<file path="src/rtl/cdc_app_pkg.sv">
// Shared definitions for the usb_cdc loopback application: per-channel
// transform modes and the byte transform applied at each FIFO write port.
package cdc_app_pkg;

  typedef enum logic [1:0] {
    MODE_PASS  = 2'b00,
    MODE_INC   = 2'b01,
    MODE_LOWER = 2'b10,
    MODE_SWAP  = 2'b11
  } mode_e;

  function automatic logic [7:0] transform(input logic [7:0] b, input mode_e mode);
    logic is_upper;
    logic is_lower;
    logic [7:0] result;
    is_upper = (b >= 8'h41) && (b <= 8'h5A);
    is_lower = (b >= 8'h61) && (b <= 8'h7A);
    result   = b;
    case (mode)
      MODE_PASS:  result = b;
      MODE_INC:   result = b + 8'h01;
      MODE_LOWER: if (is_upper) result = b + 8'h20;
      MODE_SWAP: begin
        if (is_upper)      result = b + 8'h20;
        else if (is_lower) result = b - 8'h20;
      end
      default:    result = b;
    endcase
    return result;
  endfunction

endpackage

</file>
<file path="src/rtl/cdc_app_loopback_if.sv">
// App-side byte-stream bundle between usb_cdc (master) and the loopback
// application (slave), all channels packed side by side.
interface cdc_app_loopback_if #(
  parameter int CHANNELS = 1,
  parameter int DEPTH    = 16
);
  localparam int AW = $clog2(DEPTH);

  logic [8*CHANNELS-1:0]      out_data_i;
  logic [CHANNELS-1:0]        out_valid_i;
  logic [CHANNELS-1:0]        out_ready_o;
  logic [8*CHANNELS-1:0]      in_data_o;
  logic [CHANNELS-1:0]        in_valid_o;
  logic [CHANNELS-1:0]        in_ready_i;
  logic [2*CHANNELS-1:0]      mode_i;
  logic [(AW+1)*CHANNELS-1:0] level_o;

  modport master (
    output out_data_i, out_valid_i, in_ready_i, mode_i,
    input  out_ready_o, in_data_o, in_valid_o, level_o
  );

  modport slave (
    input  out_data_i, out_valid_i, in_ready_i, mode_i,
    output out_ready_o, in_data_o, in_valid_o, level_o
  );

endinterface

</file>
<file path="src/rtl/cdc_app_fifo.sv">
// Single-clock FIFO with occupancy count; read data comes straight from
// storage so a byte written at one edge is visible in the following cycle.
module cdc_app_fifo #(
  parameter  int WIDTH = 8,
  parameter  int DEPTH = 16,
  localparam int AW    = $clog2(DEPTH)
) (
  input  logic             clk_i,
  input  logic             rst_i,
  input  logic [WIDTH-1:0] wr_data,
  input  logic             wr_valid,
  output logic             wr_ready,
  output logic [WIDTH-1:0] rd_data,
  output logic             rd_valid,
  input  logic             rd_ready,
  output logic [AW:0]      count
);

  localparam logic [AW:0] FULL_COUNT = (AW+1)'(DEPTH);

  logic [WIDTH-1:0] mem [DEPTH];
  logic [AW-1:0]    wr_ptr;
  logic [AW-1:0]    rd_ptr;
  logic             wr_en;
  logic             rd_en;

  // Ready looks only at the current count, so a read in the same cycle as
  // a full FIFO does not open the write port until the next cycle.
  assign wr_ready = !rst_i && (count != FULL_COUNT);
  assign rd_valid = (count != '0);
  assign rd_data  = mem[rd_ptr];
  assign wr_en    = wr_valid && wr_ready;
  assign rd_en    = rd_valid && rd_ready;

  // NOTE: sequential state uses non-blocking assignments so every register
  // samples pre-edge values regardless of statement order.
  always_ff @(posedge clk_i) begin
    if (rst_i) begin
      wr_ptr <= '0;
      rd_ptr <= '0;
      count  <= '0;
    end else begin
      if (wr_en) wr_ptr <= wr_ptr + 1'b1;
      if (rd_en) rd_ptr <= rd_ptr + 1'b1;
      case ({wr_en, rd_en})
        2'b10:   count <= count + 1'b1;
        2'b01:   count <= count - 1'b1;
        default: count <= count;
      endcase
    end
  end

  // NOTE: storage is deliberately not reset; the cleared count makes stale
  // entries unreachable, and leaving it out lets the array map onto RAM.
  always_ff @(posedge clk_i) begin
    if (wr_en) mem[wr_ptr] <= wr_data;
  end

endmodule

</file>
<file path="src/rtl/cdc_app_loopback.sv">
// Multi-channel usb_cdc loopback: each OUT byte is transformed by its
// channel mode, buffered, and returned on the same channel's IN stream.
module cdc_app_loopback
  import cdc_app_pkg::*;
#(
  parameter int CHANNELS = 1,
  parameter int DEPTH    = 16,
  parameter int LED_HOLD = 1600000
) (
  input  logic              clk_i,
  input  logic              rst_i,
  cdc_app_loopback_if.slave bus,
  output logic              led_o
);

  localparam int AW = $clog2(DEPTH);
  localparam int LW = (LED_HOLD > 1) ? $clog2(LED_HOLD) : 1;
  localparam logic [LW-1:0] LED_LOAD = LW'(LED_HOLD - 1);

  for (genvar c = 0; c < CHANNELS; c++) begin : g_ch
    logic [7:0] wr_byte;

    // Transform at the write port so later mode changes leave queued bytes alone.
    assign wr_byte = transform(bus.out_data_i[8*c +: 8], mode_e'(bus.mode_i[2*c +: 2]));

    cdc_app_fifo #(
      .WIDTH (8),
      .DEPTH (DEPTH)
    ) u_fifo (
      .clk_i    (clk_i),
      .rst_i    (rst_i),
      .wr_data  (wr_byte),
      .wr_valid (bus.out_valid_i[c]),
      .wr_ready (bus.out_ready_o[c]),
      .rd_data  (bus.in_data_o[8*c +: 8]),
      .rd_valid (bus.in_valid_o[c]),
      .rd_ready (bus.in_ready_i[c]),
      .count    (bus.level_o[(AW+1)*c +: (AW+1)])
    );
  end

  logic          any_fire;
  logic [LW-1:0] led_cnt;

  assign any_fire = !rst_i &&
                    ((|(bus.out_valid_i & bus.out_ready_o)) ||
                     (|(bus.in_valid_o  & bus.in_ready_i)));

  // Retriggerable hold: each transfer reloads, idle cycles count down to zero.
  always_ff @(posedge clk_i) begin
    if (rst_i)               led_cnt <= '0;
    else if (any_fire)       led_cnt <= LED_LOAD;
    else if (led_cnt != '0)  led_cnt <= led_cnt - 1'b1;
  end

  assign led_o = (led_cnt != '0) || any_fire;

endmodule

</file>
<file path="src/flat_wrapper.sv">
// flat-port wrapper written by rule: the top's interface ports become plain ports
module cdc_app_loopback_flat import cdc_app_pkg::*;
#(
  parameter int CHANNELS = 1,
  parameter int DEPTH    = 16,
  parameter int LED_HOLD = 1600000
)
  (clk_i, rst_i, led_o, bus_out_data_i, bus_out_valid_i, bus_in_ready_i, bus_mode_i, bus_out_ready_o, bus_in_data_o, bus_in_valid_o, bus_level_o);
  cdc_app_loopback_if #(.CHANNELS(CHANNELS), .DEPTH(DEPTH)) bus_i ();
  input  logic clk_i;
  input  logic rst_i;
  output logic led_o;
  input wire logic [$bits(bus_i.out_data_i)-1:0] bus_out_data_i;
  input wire logic [$bits(bus_i.out_valid_i)-1:0] bus_out_valid_i;
  input wire logic [$bits(bus_i.in_ready_i)-1:0] bus_in_ready_i;
  input wire logic [$bits(bus_i.mode_i)-1:0] bus_mode_i;
  output wire logic [$bits(bus_i.out_ready_o)-1:0] bus_out_ready_o;
  output wire logic [$bits(bus_i.in_data_o)-1:0] bus_in_data_o;
  output wire logic [$bits(bus_i.in_valid_o)-1:0] bus_in_valid_o;
  output wire logic [$bits(bus_i.level_o)-1:0] bus_level_o;
  assign bus_i.out_data_i = bus_out_data_i;
  assign bus_i.out_valid_i = bus_out_valid_i;
  assign bus_i.in_ready_i = bus_in_ready_i;
  assign bus_i.mode_i = bus_mode_i;
  assign bus_out_ready_o = bus_i.out_ready_o;
  assign bus_in_data_o = bus_i.in_data_o;
  assign bus_in_valid_o = bus_i.in_valid_o;
  assign bus_level_o = bus_i.level_o;
  cdc_app_loopback #(.CHANNELS(CHANNELS), .DEPTH(DEPTH), .LED_HOLD(LED_HOLD)) u_core (.clk_i(clk_i), .rst_i(rst_i), .bus(bus_i), .led_o(led_o));
endmodule
</file>
<file path="config.mk">
export PLATFORM = sky130hd
export DESIGN_NAME = cdc_app_loopback_flat
export DESIGN_NICKNAME = d
export VERILOG_FILES = /design/src/rtl/cdc_app_pkg.sv /design/src/rtl/cdc_app_loopback_if.sv /design/src/rtl/cdc_app_fifo.sv /design/src/rtl/cdc_app_loopback.sv /design/src/flat_wrapper.sv
export SDC_FILE = /design/constraint.sdc
export NUM_CORES = 1
export LEC_CHECK = 0
export BUFFER_PORTS_ARGS = -buffer_cell sky130_fd_sc_hd__buf_2
export CELL_PAD_IN_SITES_DETAIL_PLACEMENT = 0
export CELL_PAD_IN_SITES_GLOBAL_PLACEMENT = 1
export CORE_AREA = 3 3 93 183
export CTS_CLUSTER_SIZE = 8
export DETAILED_ROUTE_END_ITERATION = 10
export DIE_AREA = 0 0 96 186
export PLACE_DENSITY_LB_ADDON = 0.1
export SLEW_MARGIN = 20
export SYNTH_ARGS = -nofsm -noshare
export SYNTH_HDL_FRONTEND = slang
export SYNTH_SLANG_ARGS = --single-unit
</file>
<file path="constraint.sdc">
create_clock -name clk_i -period 2.6 [get_ports clk_i]
set_clock_uncertainty 0.05 [all_clocks]
set_input_delay 0.52 -clock clk_i [delete_from_list [all_inputs] [get_ports clk_i]]
set_output_delay 0.52 -clock clk_i [all_outputs]
set_load 0.1 [all_outputs]
</file>
* Word-level counts from Yosys, hierarchy flattened *
Memories as Yosys holds them, arrays and structs flattened. A register that Yosys moved wholly into a read port is not among the register bits.
Cells that the tools add are included.

cells by class
  add/sub/neg operators = 8
  magnitude comparators = 4
  eq/ne operators = 6
  multiplexer cells = 11
  bitwise gates (word level) = 2
  reductions and logical operators = 15

operators with widths
  kind                                                            number
  two-way mux 21 bit                                              2
  case mux 8 bit (4 select lines)                                 1
  two-way mux 8 bit                                               3
  nonzero test 21 bit                                             1
  subtractor 21 x 1 -> 21 bit, second input constant              1
  >= comparator 8 x 7 -> 1 bit, second input constant             2
  less-or-equal comparator 8 x 7 -> 1 bit, second input constant  2
  case mux 5 bit (2 select lines)                                 1
  adder 4 x 1 -> 4 bit, second input constant                     2
  adder 8 x 1 -> 8 bit, second input constant                     1
  adder 8 x 6 -> 8 bit, second input constant                     1
  two-way mux 4 bit                                               2
  subtractor 8 x 6 -> 8 bit, second input constant                1
  == test 2 bit, second input constant                            3
  logical AND 1 bit                                               6
  adder 5 x 1 -> 5 bit, second input constant                     1
  != test 5 bit, second input constant                            1
  nonzero test 5 bit                                              1
  subtractor 5 x 1 -> 5 bit, second input constant                1
  == test 2 x 1 -> 1 bit, second input constant                   2
  nonzero test 2 bit                                              2
  bitwise AND 1 bit                                               2
  logical NOT 2 bit                                               1
  logical OR 1 bit                                                2
  other kinds (3)                                                 4

storage, ports and cells
  flip-flop bits (word level) = 34
  memory bits (writable) = 128
  output and inout port bits = 16
  memories = 1

memory list
  memory                     words  width  read ports  clocked after memory_dff  wr ports  line                RTL
  u_core.g_ch[0].u_fifo.mem  16     8      1           1                         1         cdc_app_fifo.sv:21  logic [WIDTH-1:0] mem [DEPTH];

* Longest topological paths before layout *
  depth after elaboration = 6
  depth in mapped cells = 12
  depth with buffers taken out = 12

* Cells and area by module *
From an unflattened synthesis, not the netlist that was laid out.

second synthesis, totals
  cell total of the unflattened synthesis = 517
  area total of the unflattened synthesis = 7495.9 sq um

by module, submodules not included
  module            times used  cells each  area each (sq um)
  cdc_app_fifo      1           322         5899.4
  cdc_app_loopback  1           195         1596.5

* Worst setup path after synthesis *
OpenSTA, ideal clock, no wires.

  path kind = register to output
  from = register u_core.g_ch[0].u_fifo.count[0]
  to = output port led_o
  arrival = 4.585 ns
  required time = 2.030 ns
  slack = -2.555 ns
  cell stages (with the launch flop) = 6
  cell sequence = dfxtp_1 > nor4_1 > nand2_1 > nand2_1 > ha_1 > o21ai_0

RTL lines
  item                      line                    RTL
  start: declaration        cdc_app_fifo.sv:16      output logic [AW:0] count
  start signal: assignment  cdc_app_fifo.sv:46      2'b10: count <= count + 1'b1;
  start signal: assignment  cdc_app_fifo.sv:47      2'b01: count <= count - 1'b1;
  start signal: assignment  cdc_app_fifo.sv:48      default: count <= count;
  nonzero test 5 bit        cdc_app_fifo.sv:30      assign rd_valid = (count != '0);
  via bus_in_valid_o        flat_wrapper.sv:19      output wire logic [$bits(bus_i.in_valid_o)-1:0] bus_in_valid_o;
  bitwise AND 1 bit         cdc_app_loopback.sv:47  (|(bus.in_valid_o & bus.in_ready_i)));
  logical OR 1 bit          cdc_app_loopback.sv:46  ((|(bus.out_valid_i & bus.out_ready_o)) ||
  logical AND 1 bit         cdc_app_loopback.sv:45  assign any_fire = !rst_i &&
  logical OR 1 bit          cdc_app_loopback.sv:56  assign led_o = (led_cnt != '0) || any_fire;
  end: declaration          flat_wrapper.sv:12      output logic led_o;

The timed path passes the listed nets, and every way through them passes these cells.

==> results_tabular.tex <==
\begin{tabular}{lr}
\hline
Metric & Value \\
\hline
\multicolumn{2}{l}{\textbf{Status}} \\
\quad Result of the run & finished with violations \\
\quad Violations in the final reports & setup timing \\
\multicolumn{2}{l}{\textbf{Setup path}} \\
\quad Cell with the most instances on the worst path & sky130\_fd\_sc\_hd\_\_mux4\_2 \\
\quad CP endpoint kind & primary output \\
\quad Required time reported for the critical path endpoint & 2.03 ns \\
\quad Worst Setup Start Kind & flip-flop \\
\quad Crit path max-delay cell type & sky130\_fd\_sc\_hd\_\_mux4\_2 \\
\quad Start-to-end type of the worst setup path & reg -> out \\
\quad WP data arrival & 2.23 ns \\
\quad Slowest Stage Delay on Critical Path & 0.54 ns \\
\quad CP Cell Sequence & buf\_12, mux4\_2, mux4\_2, buf\_6 \\
\quad Peak fanout along the critical path & 13 \\
\multicolumn{2}{l}{\textbf{Place}} \\
\quad Placer Congestion & 0.8290 \\
\quad Count of buffers from port buffering & 29 \\
\quad Sum of net half-perimeters after detailed placement & 11,500 um \\
\quad Post-place setup slack & -0.2742 ns \\
\quad Placed cells & 739 \\
\multicolumn{2}{l}{\textbf{Global routing}} \\
\quad Global-route usage over all layers & 0.1899 \\
\quad Global-route wire length before repair & 24,720 um \\
\quad Leftover overflow at the end of global routing & 0 \\
\quad Antenna violations before repair & 0 \\
\quad Largest net degree at the start of global routing & 33 \\
\quad Via count of the first global-routing pass & 4,563 \\
\multicolumn{2}{l}{\textbf{Floorplanning}} \\
\quad Die Area & 17,860 um\^{}2 \\
\quad Placement row count & 65 \\
\quad X dimension of the die & 96 um \\
\quad Ports & 30 \\
\quad Initial core utilization & 0.4598 \\
\quad Die Y-Extent & 186 um \\
\quad Area inside the core boundary & 15,860 um\^{}2 \\
\multicolumn{2}{l}{\textbf{Timing}} \\
\quad Setup ws final & -0.1960 ns \\
\quad Number of hold violations in the final report & 0 \\
\quad Minimum period implied by the final worst setup slack & 2.796 ns \\
\quad Sum Neg Setup Slack & -1.462 ns \\
\quad Worst hold-check slack & 0.4143 ns \\
\quad Slew headroom & 0.5093 \\
\quad Tightest Pin Transition & 0.7325 ns \\
\quad Count of final setup violators & 8 \\
\quad RSZ-0062 raised after global routing & yes \\
\quad Slew Viols, Final & 0 \\
\quad Maximum frequency from static timing analysis & 357.7 MHz \\
\quad Final worst-path cycle share & 1.075 \\
\multicolumn{2}{l}{\textbf{Run}} \\
\quad Max Cap Viol & 0 \\
\multicolumn{2}{l}{\textbf{Routing}} \\
\quad Vias per std cell & 5.458 \\
\quad Number of design rule violations left after detail routing & 0 \\
\quad Antenna viol nets, final & 0 \\
\quad Final WL & 15,750 um \\
\quad Number of detailed-route iterations in the first pass & 5 \\
\quad Overall via count from detail\_route & 4,268 \\
\quad Violation count after the first detailed-route iteration & 214 \\
\quad Average routed wire per standard cell & 20.14 um \\
\multicolumn{2}{l}{\textbf{Power and ir drop}} \\
\quad VDD IR max & 1.068 mV \\
\quad Power density over the cells & 1010 nW/um\^{}2 \\
\quad Static leakage & 0.003098 uW \\
\multicolumn{2}{l}{\textbf{Clock tree}} \\
\quad TritonCTS buffer count & 17 \\
\quad Later-pin clock latency in the skew report & 0.41 ns \\
\quad \# H-tree levels & 4 \\
\quad CTS tree & done \\
\quad Hold-fix buffers, CTS & 0 \\
\quad Worst-path clk slew & 0.06 ns \\
\quad Total number of clock tree sinks & 166 \\
\quad Buffer levels on the longest clock path & 2 \\
\quad CTS root buf & sky130\_fd\_sc\_hd\_\_clkbuf\_16 \\
\multicolumn{2}{l}{\textbf{Synthesis}} \\
\quad Average footprint of a synthesized cell & 15.32 um\^{}2 \\
\quad Cell count after synthesis & 476 \\
\quad Post-synth EDFFs & 128 \\
\quad Yosys warnings & 0 \\
\quad Post-synthesis instance area & 7292 um\^{}2 \\
\quad Post-Synthesis Net Count & 510 \\
\quad Cell variety after synth & 55 \\
\quad Predominant post-synthesis flop cell & sky130\_fd\_sc\_hd\_\_edfxtp\_1 \\
\quad Share of synthesized flip-flops with an asynchronous set or reset & 0 \\
\quad Seq cells post-synth & 166 \\
\quad Seq/Total Area, Yosys & 0.6314 \\
\multicolumn{2}{l}{\textbf{Cells and area}} \\
\quad Share of cells above drive strength 1 & 0.3701 \\
\quad Number of nets in the layout & 602 \\
\quad Most frequent standard cell in the layout excluding fill and tap cells & sky130\_fd\_sc\_hd\_\_edfxtp\_1 \\
\quad Final Instance Count excl. Fillers & 782 \\
\quad Synth-to-layout area growth & 22.77\% \\
\quad Number of diodes added for antenna fixing & 0 \\
\quad Most frequent cells in the layout & sky130\_fd\_sc\_hd\_\_edfxtp\_1, sky130\_fd\_sc\_hd\_\_buf\_4, sky130\_fd\_sc\_hd\_\_nor2\_1 \\
\multicolumn{2}{l}{\textbf{Hold path}} \\
\quad Class of the most critical hold timing path & in -> reg \\
\hline
\end{tabular}
worst max-delay path: cells and delay by family, from the launching register on:
family                 cells  cell delay [ns]
multiplexers               2             1.03
buffers and inverters      2             0.37
flip-flops                 1             0.40
where the power goes:
part	total, uW	switching [uW]	leakage (uW)	internal (uW)
sequential	3300	219	0.00147	3080
combinational	3310	1970	0.00135	1340
clock	2430	1020	0.000274	1420
final timing paths:
path	from	end	slack [ns]	cells after the start
max	flip-flop	bus_in_data_o[2]	-0.20	4
min	bus_in_ready_i	flip-flop	0.41	4
max reg2reg	u_core.g_ch[0].u_fifo.count[3]	u_core.g_ch[0].u_fifo.count[4]	0.10	12
min reg2reg	u_core.g_ch[0].u_fifo.rd_ptr[1]	flip-flop	0.45	2
stage by stage:
| stage | area [um^2] | power [uW] | utilization |
|---|---|---|---|
| 2_1_floorplan | 7388 | 5728 | - |
| 3_3_place_gp | 8158 | 6392 | 0.5144 |
| 3_5_place_dp | 8158 | 6448 | 0.5144 |
| 4_1_cts | 8820 | 9012 | 0.5561 |
| 5_1_grt | 8952 | 9471 | 0.5645 |
| 6_report | 8952 | 9039 | 0.5645 |
sequential cells by signal, summed over array words and instances (netlist names), named ones only:
register	flops
u_core.g_ch.u_fifo.wr_ptr	4
u_core.g_ch.u_fifo.count	5
u_core.g_ch.u_fifo.rd_ptr	4
u_core.g_ch.u_fifo.mem	128
u_core.led_cnt	21
cell families (layout without fill, tap and decap cells):
family | after synthesis | count (layout) | share of synthesized area
AND/OR/NAND/NOR | 127 | 127 | 0.1017
multiplexers | 46 | 46 | 0.1321
XOR/XNOR | 25 | 25 | 0.03003
buffers and inverters | 41 | 146 | 0.02213
flip-flops | 166 | 166 | 0.6314
adder cells (fa/ha/maj) | 20 | 20 | 0.03535
AO/OA/AOI/OAI | 51 | 51 | 0.04719
synthesized netlist by cell type, drive strengths merged, types with 2 or more instances:
library cell / number / share of area
a2111oi: 2 / 0.0041
a211oi: 3 / 0.0038
a21oi: 16 / 0.011
a31oi: 8 / 0.0069
and2: 2 / 0.0017
and3: 2 / 0.0017
buf: 9 / 0.0057
clkbuf: 12 / 0.0062
dfxtp: 38 / 0.10
edfxtp: 128 / 0.53
ha: 19 / 0.033
inv: 20 / 0.010
mux2: 2 / 0.0031
mux2i: 4 / 0.0055
mux4: 40 / 0.12
nand2: 22 / 0.012
nand2b: 8 / 0.0069
nand3: 3 / 0.0027
nand4: 8 / 0.0077
nor2: 42 / 0.022
nor2b: 4 / 0.0034
nor3: 11 / 0.0091
nor3b: 2 / 0.0021
nor4: 10 / 0.015
nor4b: 3 / 0.0062
o21ai: 7 / 0.0048
o31ai: 3 / 0.0031
o41ai: 2 / 0.0024
or3: 3 / 0.0026
or4: 4 / 0.0051
xnor2: 20 / 0.024
xor2: 5 / 0.0060
metal layers:
layer,GRT usage,part of all wire
met1,0.1963,0.35
met2,0.3631,0.60
met3,0.03519,0.022
met4,0.07412,0.020
met5,0,0
cell type report:
| class | count | area [um^2] |
|---|---|---|
| Fill cell | 1267 | 6907 |
| Sequential cell | 166 | 4629 |
| Multi-Input combinational cell | 269 | 2678 |
| Timing Repair Buffer | 94 | 735.7 |
| Clock buffer | 17 | 425.4 |
| Tap cell | 201 | 251.5 |
| Clock inverter | 15 | 152.6 |
| Inverter | 20 | 80.08 |
repair_timing:
action,in CTS,in global routing
setup endpoints to repair,10,10
cloned,0,0
pin swaps,3,10
setup buffers,3,8
resized for setup,18,14
(Power assumes the default switching activity.)
